==> src/rtl/mul5xn_seq_ctrl.sv <==
// mul5xn_seq_ctrl: 5 x WB unsigned sequential multiplier.
// One 5x2 combinational core is reused over N = WB/2 cycles. Each cycle it
// consumes one 2-bit slice of B and adds the shifted partial product into
// an accumulator. Operands arrive over a valid/ready handshake, and the
// product leaves over a second valid/ready handshake.
// WB must be even and at least 2.

// nr_5x2: combinational 5-bit x 2-bit unsigned multiplier core.
module nr_5x2 (
    input  logic [4:0] a,
    input  logic [1:0] b,
    output logic [6:0] p
);

    logic [6:0] pp0;
    logic [6:0] pp1;

    // Two gated partial products. The second one carries weight 2.
    always_comb begin
        pp0 = 7'd0;
        pp1 = 7'd0;
        if (b[0]) begin
            pp0 = {2'b00, a};
        end
        if (b[1]) begin
            pp1 = {1'b0, a, 1'b0};
        end
        p = pp0 + pp1;
    end

endmodule

module mul5xn_seq_ctrl #(
    parameter int WB = 8
) (
    input  logic            clk,
    input  logic            rst_n,
    input  logic            in_valid,
    output logic            in_ready,
    input  logic [4:0]      a,
    input  logic [WB-1:0]   b,
    input  logic            flush,
    output logic            out_valid,
    input  logic            out_ready,
    output logic [WB+4:0]   p,
    output logic            busy
);

    localparam int N  = WB / 2;
    localparam int PW = 5 + WB;
    localparam int KW = (N > 1) ? $clog2(N) : 1;
    localparam logic [KW-1:0] K_LAST = KW'(N - 1);

    typedef enum logic [1:0] {
        IDLE = 2'd0,
        RUN  = 2'd1,
        DONE = 2'd2
    } state_t;

    state_t          state;
    state_t          state_next;

    logic [4:0]      a_reg;
    logic [WB-1:0]   b_reg;
    logic [PW-1:0]   acc;
    logic [PW-1:0]   p_reg;
    logic [KW-1:0]   k;

    logic [KW:0]     shift_amt;
    logic [WB-1:0]   b_shifted;
    logic [1:0]      core_b;
    logic [6:0]      core_p;
    logic [PW-1:0]   pp_shifted;
    logic [PW-1:0]   acc_sum;
    logic            last_slice;
    logic            accept;

    // Slice k of B sits at bit 2k. Its partial product is weighted by 2^(2k).
    assign shift_amt  = {k, 1'b0};
    assign b_shifted  = b_reg >> shift_amt;
    assign core_b     = b_shifted[1:0];
    assign last_slice = (k == K_LAST);

    nr_5x2 u_core (
        .a (a_reg),
        .b (core_b),
        .p (core_p)
    );

    assign pp_shifted = PW'(core_p) << shift_amt;
    assign acc_sum    = acc + pp_shifted;

    // Flush beats a new operand in IDLE, so acceptance is gated by it.
    assign accept = (state == IDLE) && in_valid && !flush;

    // Status outputs decode straight from the state register.
    assign in_ready  = (state == IDLE);
    assign out_valid = (state == DONE);
    assign busy      = (state != IDLE);
    assign p         = p_reg;

    // State register.
    always_ff @(posedge clk or negedge rst_n) begin
        if (!rst_n) begin
            state <= IDLE;
        end else begin
            state <= state_next;
        end
    end

    // Next-state logic. Flush has priority in every state.
    always_comb begin
        state_next = state;
        case (state)
            IDLE: begin
                if (!flush && in_valid) begin
                    state_next = RUN;
                end
            end
            RUN: begin
                if (flush) begin
                    state_next = IDLE;
                end else if (last_slice) begin
                    state_next = DONE;
                end
            end
            DONE: begin
                if (flush || out_ready) begin
                    state_next = IDLE;
                end
            end
            default: begin
                state_next = IDLE;
            end
        endcase
    end

    // Operand capture, slice accumulation and result latching.
    always_ff @(posedge clk or negedge rst_n) begin
        if (!rst_n) begin
            a_reg <= '0;
            b_reg <= '0;
            acc   <= '0;
            k     <= '0;
            p_reg <= '0;
        end else begin
            if (accept) begin
                a_reg <= a;
                b_reg <= b;
                acc   <= '0;
                k     <= '0;
            end else if ((state == RUN) && !flush) begin
                acc <= acc_sum;
                if (last_slice) begin
                    p_reg <= acc_sum;
                    k     <= '0;
                end else begin
                    k <= k + KW'(1);
                end
            end
        end
    end

endmodule
==> config.mk <==
export PLATFORM = sky130hd
export DESIGN_NAME = mul5xn_seq_ctrl
export DESIGN_NICKNAME = d
export VERILOG_FILES = /design/src/rtl/mul5xn_seq_ctrl.sv
export SDC_FILE = /design/constraint.sdc
export NUM_CORES = 1
export LEC_CHECK = 0
export BUFFER_PORTS_ARGS = -buffer_cell sky130_fd_sc_hd__buf_2
export CORE_ASPECT_RATIO = 0.8
export CORE_MARGIN = 2
export CORE_UTILIZATION = 45
export DETAILED_ROUTE_END_ITERATION = 7
export SLEW_MARGIN = 20
export SYNTH_ARGS = -nofsm -noshare
export SYNTH_HDL_FRONTEND = slang
export SYNTH_HIERARCHICAL = 1
export SYNTH_SLANG_ARGS = --single-unit
==> constraint.sdc <==
create_clock -name clk -period 6.27 [get_ports clk]
set_input_delay 0.3135 -clock clk [delete_from_list [all_inputs] [get_ports clk]]
set_output_delay 0.3135 -clock clk [all_outputs]
set_load 0.005 [all_outputs]
# Yosys cells after proc, flatten, opt, wreduce, memory -nomap -nowiden
# Cells that the tools add are included.
# word_totals
register_bits,43
inputBits,18
out_inout_bits,16
word_cells,41
# classes
n_addsub,3
eq_ne,6
n_shift,2
n_mux,12
bitwise,1
reduce_logical,11
# ops
op,count
$mux W13,2
$mux W2,7
$add A13 B13 Y13,1
$shl A7 B3 Y13,1
$shr A8 B3 Y2,1
$add A5 B6 Y7,1
$mux W6,1
$pmux W2 S3,1
$reduce_and A3 Y1,2
$mux W5,1
$eq A2 B2 Y1 const B,2
$logic_and A1 B1 Y1,4
$ne A2 B1 Y1 const B,2
$reduce_bool A2 Y1,2
$ne A3 B3 Y1 const B,1
$add A2 B1 Y2 const B,1
$eq A2 B1 Y1 const B,1
$logic_not A2 Y1,1
$logic_not A1 Y1,1
$logic_or A1 B1 Y1,1
$not A1 Y1,1

# Logic depth before layout (Yosys ltp)
# Gate-level depths: netlist of run 1.
# depth
ltp_word,7
ltp_mapped,17
depth_no_buf,16

# Cells and area by module
# Netlist of run 1, hierarchy kept.
# modules_own_cells
module,n_inst,cells_each,area_each_um2,seq_area_each_um2
mul5xn_seq_ctrl,1,228,2348.5,1076.0
nr_5x2,1,25,203.9,0.0

# Least setup slack after synthesis of run 1
# Ideal clock, no wire load.
# synth_timing
kind,register -> register
start,register k[0]
end,register p_reg[12] (netlist: p[12])
setup_time_ps,128
t_arrival_ps,4226
t_required_ps,6142
slack_ps,1916
path_stages_with_launch,18
path_buffers,1
period_less_slack_ps,4354
cell_sequence,dfrtp_1 -> clkbuf_1 -> mux4_2 -> and2_1 -> ha_1 -> fa_1 -> a21o_1 -> a21oi_2 -> xor2_1 -> mux2i_1 -> o21ai_0 -> ha_1 -> and3_1 -> a221oi_2 -> nor4_1 -> a211oi_2 -> xor2_1 -> mux2_1
# synth_via
elab_chain_len,5
word_cells_on_any_way,8
cone_classes,add/sub (2); eq/ne (1); shift (2); mux (2); reduce/logical (1)
# synth_rtl
element,line,rtl
start: declaration,67,logic [KW-1:0] k;
start signal: assignment,158,k <= k + KW'(1);
$shr A8 B3 Y2,80,assign b_shifted = b_reg >> shift_amt;
named net b_shifted[1],70,logic [WB-1:0] b_shifted;
$mux W6,25,if (b[1]) begin
$add A5 B6 Y7,28,p = pp0 + pp1;
named net core_p[5],72,logic [6:0] core_p;
$shl A7 B3 Y13,90,assign pp_shifted = PW'(core_p) << shift_amt;
$add A13 B13 Y13,91,assign acc_sum = acc + pp_shifted;
end signal: assignment,155,p_reg <= acc_sum;
end: declaration,66,logic [PW-1:0] p_reg;
# The timed path passes the listed nets, and every way through them passes these cells.
# A chain may end at the register's enable or synchronous reset.

# Worst setup path in the final report of run 1
# Same ends and word-level chain as after synthesis.

==> results of run 1 <==
[stage by stage]
step,power [mW],hold WS (ns)
global placement,1.094,0.4596
finish,1.317,-0.009602
detailed placement,1.094,0.4659
global route,1.451,0.04085
floorplan,0.9375,0.01791
CTS,1.332,0.1946
[worst register-to-register path, stage by stage, from the launching register on]
cell and delay [ns]:
dfrtp_1 0.75, mux4_2 0.66, and2_1 0.17, ha_1 0.20, fa_1 0.41, a21o_1 0.19, a21oi_2 0.14, xor2_1 0.23
mux2i_1 0.13, o21ai_0 0.21, ha_1 0.31, and3_1 0.23, a221oi_2 0.37, nor4_1 0.11, a211oi_2 0.22, xor2_1 0.11
mux2_1 0.28
[power by group through the flow]
stage / logic, mW / clock network (mW) / registers (mW)
after floorplan: 0.549 / 0 / 0.388
after global placement: 0.675 / 0 / 0.419
after detailed placement: 0.674 / 0 / 0.420
after CTS: 0.681 / 0.236 / 0.415
after global routing: 0.775 / 0.246 / 0.430
final: 0.676 / 0.228 / 0.413
[cell families (layout without fill, tap and decap cells)]
family | Yosys count | after routing
flops | 43 | 43
fa+ha+maj | 19 | 19
mux | 25 | 25
buf+inv | 15 | 46
compound gates | 64 | 64
xor+xnor | 15 | 15
simple gates | 72 | 72
[layer usage]
layer  vias up  share of wire, %  track usage, %
met2        31                41           25.48
met3         8               3.7           3.802
met5         -                 0               0
li1        960                 -               -
met4         0               1.9           7.576
met1       861                53           27.02
[path summary, 6_finish.rpt]
check / startpoint / endpoint / slack (ns) / cells past startpoint
setup / recovery: k[0]$_DFFE_PN0P_ / p[12]$_DFFE_PN0P_ / 1.43 / 16
hold / removal: rst_n / p[8]$_DFFE_PN0P_ / -0.01 / 1
setup reg to reg: k[0]$_DFFE_PN0P_ / p[12]$_DFFE_PN0P_ / 1.43 / 16
hold reg to reg: p[3]$_DFFE_PN0P_ / p[3]$_DFFE_PN0P_ / 0.48 / 2
max in group asynchronous: rst_n / p[6]$_DFFE_PN0P_ / 5.89 / 1
min in group clk: flush / state[1]$_DFFE_PN0P_ / 0.22 / 2
[cell usage in the layout (no fill, tap or decap), types with 8 or more instances in the layout]
cell type,netlist,routed
o21ai_0,23,23
mux2_2,10,10
and2_1,10,10
xnor2_1,8,8
dfrtp_1,43,43
buf_2,1,32
nand2_1,37,37
ha_1,17,17
a21oi_1,13,13
nor2_1,12,12
[area by class of cell]
class | count | share of cell area (%)
repair buffers | 33 | 5.788
clock buffers | 6 | 2.851
flip-flops and latches | 43 | 37.15
clock inverters | 2 | 1.210
well taps | 78 | 3.369
inverters | 5 | 0.6479
multi-input cells | 195 | 48.98
==> impl_metrics.toml, run 1 <==
[status]
status = "complete, but fails checks"
violations = "hold timing"

[floorplan]
die-area_um2 = 6294
initial_core_util_pct = 46.70
die_w_um = 88.20
io_pins = 34
die_h_um = 71.36
core_um2 = 5465
rows = 24

[critical_path]
start_kind = "flop"
critPathMaxStageDelay_ns = 0.75
crit_chain = "mux4_2 -> and2_1 -> ha_1 -> fa_1 -> a21o_1 -> a21oi_2 -> xor2_1 -> mux2i_1 -> o21ai_0 -> ha_1 -> and3_1 -> a221oi_2 -> nor4_1 -> a211oi_2 -> xor2_1 -> mux2_1"
worst-setup-path-type = "flop to flop"
endpoint_kind = "flop"
worstPathBufferInverterCount = 0
cp_slowest_cell = "dfrtp_1"
worst_ep_required_time_ns = 6.46
worst-path-max-fanout = 17
arrival_ns = 5.03
critPathTopFamily = "compound AO/OA/AOI/OAI gates"

[yosys]
ys.flop_type = "dfrtp_1"
synth_area_leaders = "dfrtp_1, ha_1, nand2_1, o21ai_0, mux2_2"
ys_seq_area_share_pct = 42.16
yosys.area.top_type = "dfrtp_1"
yosys.cell_count.top_type = "dfrtp_1"
yosys_warnings = 6
synth-edff-count = 0
synth_top_family_by_area = "compound AO/OA/AOI/OAI gates"
syn-cell-area_um2 = 2552
syn_nets = 290
synth_cell_types = 38
synthCells = 253
yosys.area.top_type_share_pct = 42.16
synthMuxAreaShare_pct = 11.62
synthSimpleGateAreaFrac_pct = 13.14
synth_xor_area_share_pct = 5.147
syn_area_per_cell_um2 = 10.09
async_reset_ff_share_pct = 100.0
ys_ff_latch = 43
synth_fa_ha_area_share_pct = 9.902
synth_compound_area_share_pct = 15.78
synthTopCellsByCount = "dfrtp_1, nand2_1, o21ai_0"

[placed_design]
place_ws_ns = 1.443
dpl_cell_area_um2 = 2776
dp.final_hpwl_um = 3668
placedCellCount = 354
portBuffers = 33
place.gp.congestion = 0.8739

[pwr]
p_sw_mw = 0.5377
irDropWorstVdd_uv = 208.4
pwr-share-comb_pct = 51.3
total_leakage_power_nw = 1.392
p_per_area_nw_per_um2 = 454.8
p_int_mw = 0.7796
pwr-share-clk_pct = 17.3
switching_share_pct = 40.82
p_seq_share_pct = 31.4

[timing]
final_hold_viol_count = 10
tns_ns = 0
slew_viol_final = 0
setup_viol = 0
relSlewSlack_pct = 42.38
fin_worst_skew_ns = 0.004537
fmax_ghz = 0.2067
period_needed_ns = 4.838
finalCritPeriodShare_pct = 77.16
setup_ws_ns = 1.432
tightest_slew_ns = 0.8633
whs_ns = -0.009602
rsz0062_at_grt = "false"

[detailed_routing]
num_vias = 1860
ant_nets = 0
drt_wl_total_um = 4996
drc_errors = 0
wl_per_cell_um = 13.80
dr.first_iter.drc_count = 86
via_per_inst = 5.138
firstDrtPassIters = 4

[clocking]
cts_tree = "yes"
post_cts_resize_count = 0
cts.clk_slew.worst_paths_ns = 0.08
cts_root_buf = "clkbuf_8"
ctsHtreeMaxLevel = 2
cts_buffer_depth = 2
hold_buffers = 0
cts_inserted_buffers = 5
postCtsSetupBuffers = 0
worstSkewPairLatency_ns = 0.30
cts.sinks = 43

[final_layout]
final_cells = 362
fillers = 545
antenna_cells = 0
design_area_um2 = 2897
final_nets = 320
final_util_pct = 53.00
multiInputGateArea_um2 = 1419
seq_area_um2 = 1076
drive_above_1_share_pct = 21.13
syn_to_final_growth_pct = 13.48

[run]
drv_cap = 0

[hold_path]
holdCritPathClass = "input port to asynchronous set/reset pin"

[global_route]
first_global_vias = 1813
grt_usage_pct = 18.10
grt_max_degree = 44
grt_pass1_wl_um = 8756
grt_overflow = 0
antenna_found_initial = 0
Note: power is estimated with default switching activity, not from simulation.
==> run 2, diff against run 1 <==
==> constraint.sdc (replaced) <==
create_clock -name clk -period 4.5 [get_ports clk]
set_input_delay 0.225 -clock clk [delete_from_list [all_inputs] [get_ports clk]]
set_output_delay 0.225 -clock clk [all_outputs]
set_load 0.005 [all_outputs]
==> impl_metrics.toml, run 2 (synthesis gave the netlist of run 1 again) <==
[status]
status = "completed"

[final_layout]
final_cells = 366
drive_above_1_share_pct = 22.57
layout_common_cells = "dfrtp_1, nand2_1, buf_2"
final_common_cell = "dfrtp_1"
syn_to_final_growth_pct = 14.75
final_nets = 324
antenna_cells = 0
final_util_pct = 53.59

[pwr]
total_leakage_power_nw = 1.394
p_per_area_nw_per_um2 = 628.6
irDropWorstVdd_uv = 321.1
fin_total_pwr_mw = 1.841

[critical_path]
r2r_setup_slack_ns = 0.14
crit_chain = "mux4_2 -> and2_1 -> ha_1 -> fa_1 -> a21o_1 -> a21oi_2 -> xor2_2 -> mux2i_1 -> o21ai_1 -> ha_1 -> and3_2 -> a221oi_4 -> nor4_1 -> a211oi_2 -> xor2_1 -> mux2_1"
start_kind = "flop"
worst_path_most_repeated_cell = "ha_1"
critPathTopFamily = "multiplexers"
worst_ep_required_time_ns = 4.68
worst-path-max-fanout = 5
worstPathBufferInverterCount = 0
reg2reg_to = "p[12]$_DFFE_PN0P_"
worst-setup-path-type = "flop to flop"
rr_worst_depth = 16
endpoint_kind = "flop"
critPathMaxStageDelay_ns = 0.55
r2r_start = "k[0]$_DFFE_PN0P_"
arrival_ns = 4.55
cp_slowest_cell = "mux4_2"

[clocking]
cts.sinks = 43
cts.clk_slew.worst_paths_ns = 0.08
worstSkewPairLatency_ns = 0.30
cts_inserted_buffers = 5
cts_root_buf = "clkbuf_8"
cts_tree = "yes"
cts_buffer_depth = 2
ctsHtreeMaxLevel = 2

[run]
drv_cap = 0

[timing]
final_hold_viol_count = 0
tightest_slew_ns = 0.9064
setup_viol = 0
relSlewSlack_pct = 39.35
finalCritPeriodShare_pct = 96.93
slew_viol_final = 0
fmax_ghz = 0.2293
period_needed_ns = 4.362
whs_ns = 0.1344
fin_worst_skew_ns = 0.008117

[floorplan]
die_h_um = 71.36
io_pins = 34
initial_core_util_pct = 46.70
rows = 24
die-area_um2 = 6294
core_um2 = 5465
die_w_um = 88.20

[detailed_routing]
drt_wl_total_um = 5281
firstDrtPassIters = 4
wl_per_cell_um = 14.43
ant_nets = 0
num_vias = 1903
dr.first_iter.drc_count = 47
drc_errors = 0
via_per_inst = 5.199

[hold_path]
holdCritPathClass = "input port to flop"
min_to = "state[1]$_DFFE_PN0P_"
holdPathStages = 2
hold_path.startpoint = "flush"

[placed_design]
place.gp.congestion = 0.8589
dp.final_hpwl_um = 3897
portBuffers = 33
placedCellCount = 356

[global_route]
first_global_vias = 1871
grt_overflow = 0
grt_pass1_wl_um = 8638
grt_max_degree = 44
antenna_found_initial = 0
grt_usage_pct = 17.68
-- run 2: layout make-up --
type,count,area (um2)
well taps,78,97.59
clock inverters,2,12.51
flip-flops and latches,43,1077
clock buffers,6,72.57
multi-input cells,195,1450
repair buffers,37,200.2
inverters,5,18.77
fillers,522,2536
-- run 2: through the flow --
step	setup slack (ns)	setup TNS (ns)	cell area (um2)
6_report	0.1383	0	2929
5_1_grt	-0.05887	-0.07061	2929
3_3_place_gp	0.1724	0	2791
3_5_place_dp	0.08763	0	2791
2_1_floorplan	0.1463	0	2552
4_1_cts	0.05905	0	2877
-- run 2: what timing repair did --
action | 4_1_cts | 5_1_grt
setup buffers | 0 | 1
gates resized for setup | 0 | 6
hold endpoints to repair | 0 | 43
hold buffers | 0 | 1
setup endpoints to repair | 0 | 10
-- run 2: worst max path at each step --
stage	from	end	cells past startpoint
6_report	k[0]$_DFFE_PN0P_	p[12]$_DFFE_PN0P_	16
4_1_cts	k[0]$_DFFE_PN0P_	p[12]$_DFFE_PN0P_	16
5_1_grt	k[0]$_DFFE_PN0P_	p[12]$_DFFE_PN0P_	16
2_1_floorplan	k[0]$_DFFE_PN0P_	p[12]$_DFFE_PN0P_	17
3_3_place_gp	k[0]$_DFFE_PN0P_	p[12]$_DFFE_PN0P_	16
3_5_place_dp	k[0]$_DFFE_PN0P_	p[12]$_DFFE_PN0P_	16
-- run 2: report_power, final --
group          total, mW  switching (mW)  internal [mW]
Sequential         0.549          0.0624          0.487
Clock              0.245           0.136          0.109
Combinational       1.05           0.593          0.454
-- run 2: layer usage --
metal | GRT usage, % | vias up | wire, um
met5 | 0 | - | 0
met4 | 6.397 | 0 | 79
met3 | 4.032 | 9 | 176
met2 | 24.81 | 32 | 2224
met1 | 26.71 | 908 | 2800
li1 | - | 954 | -
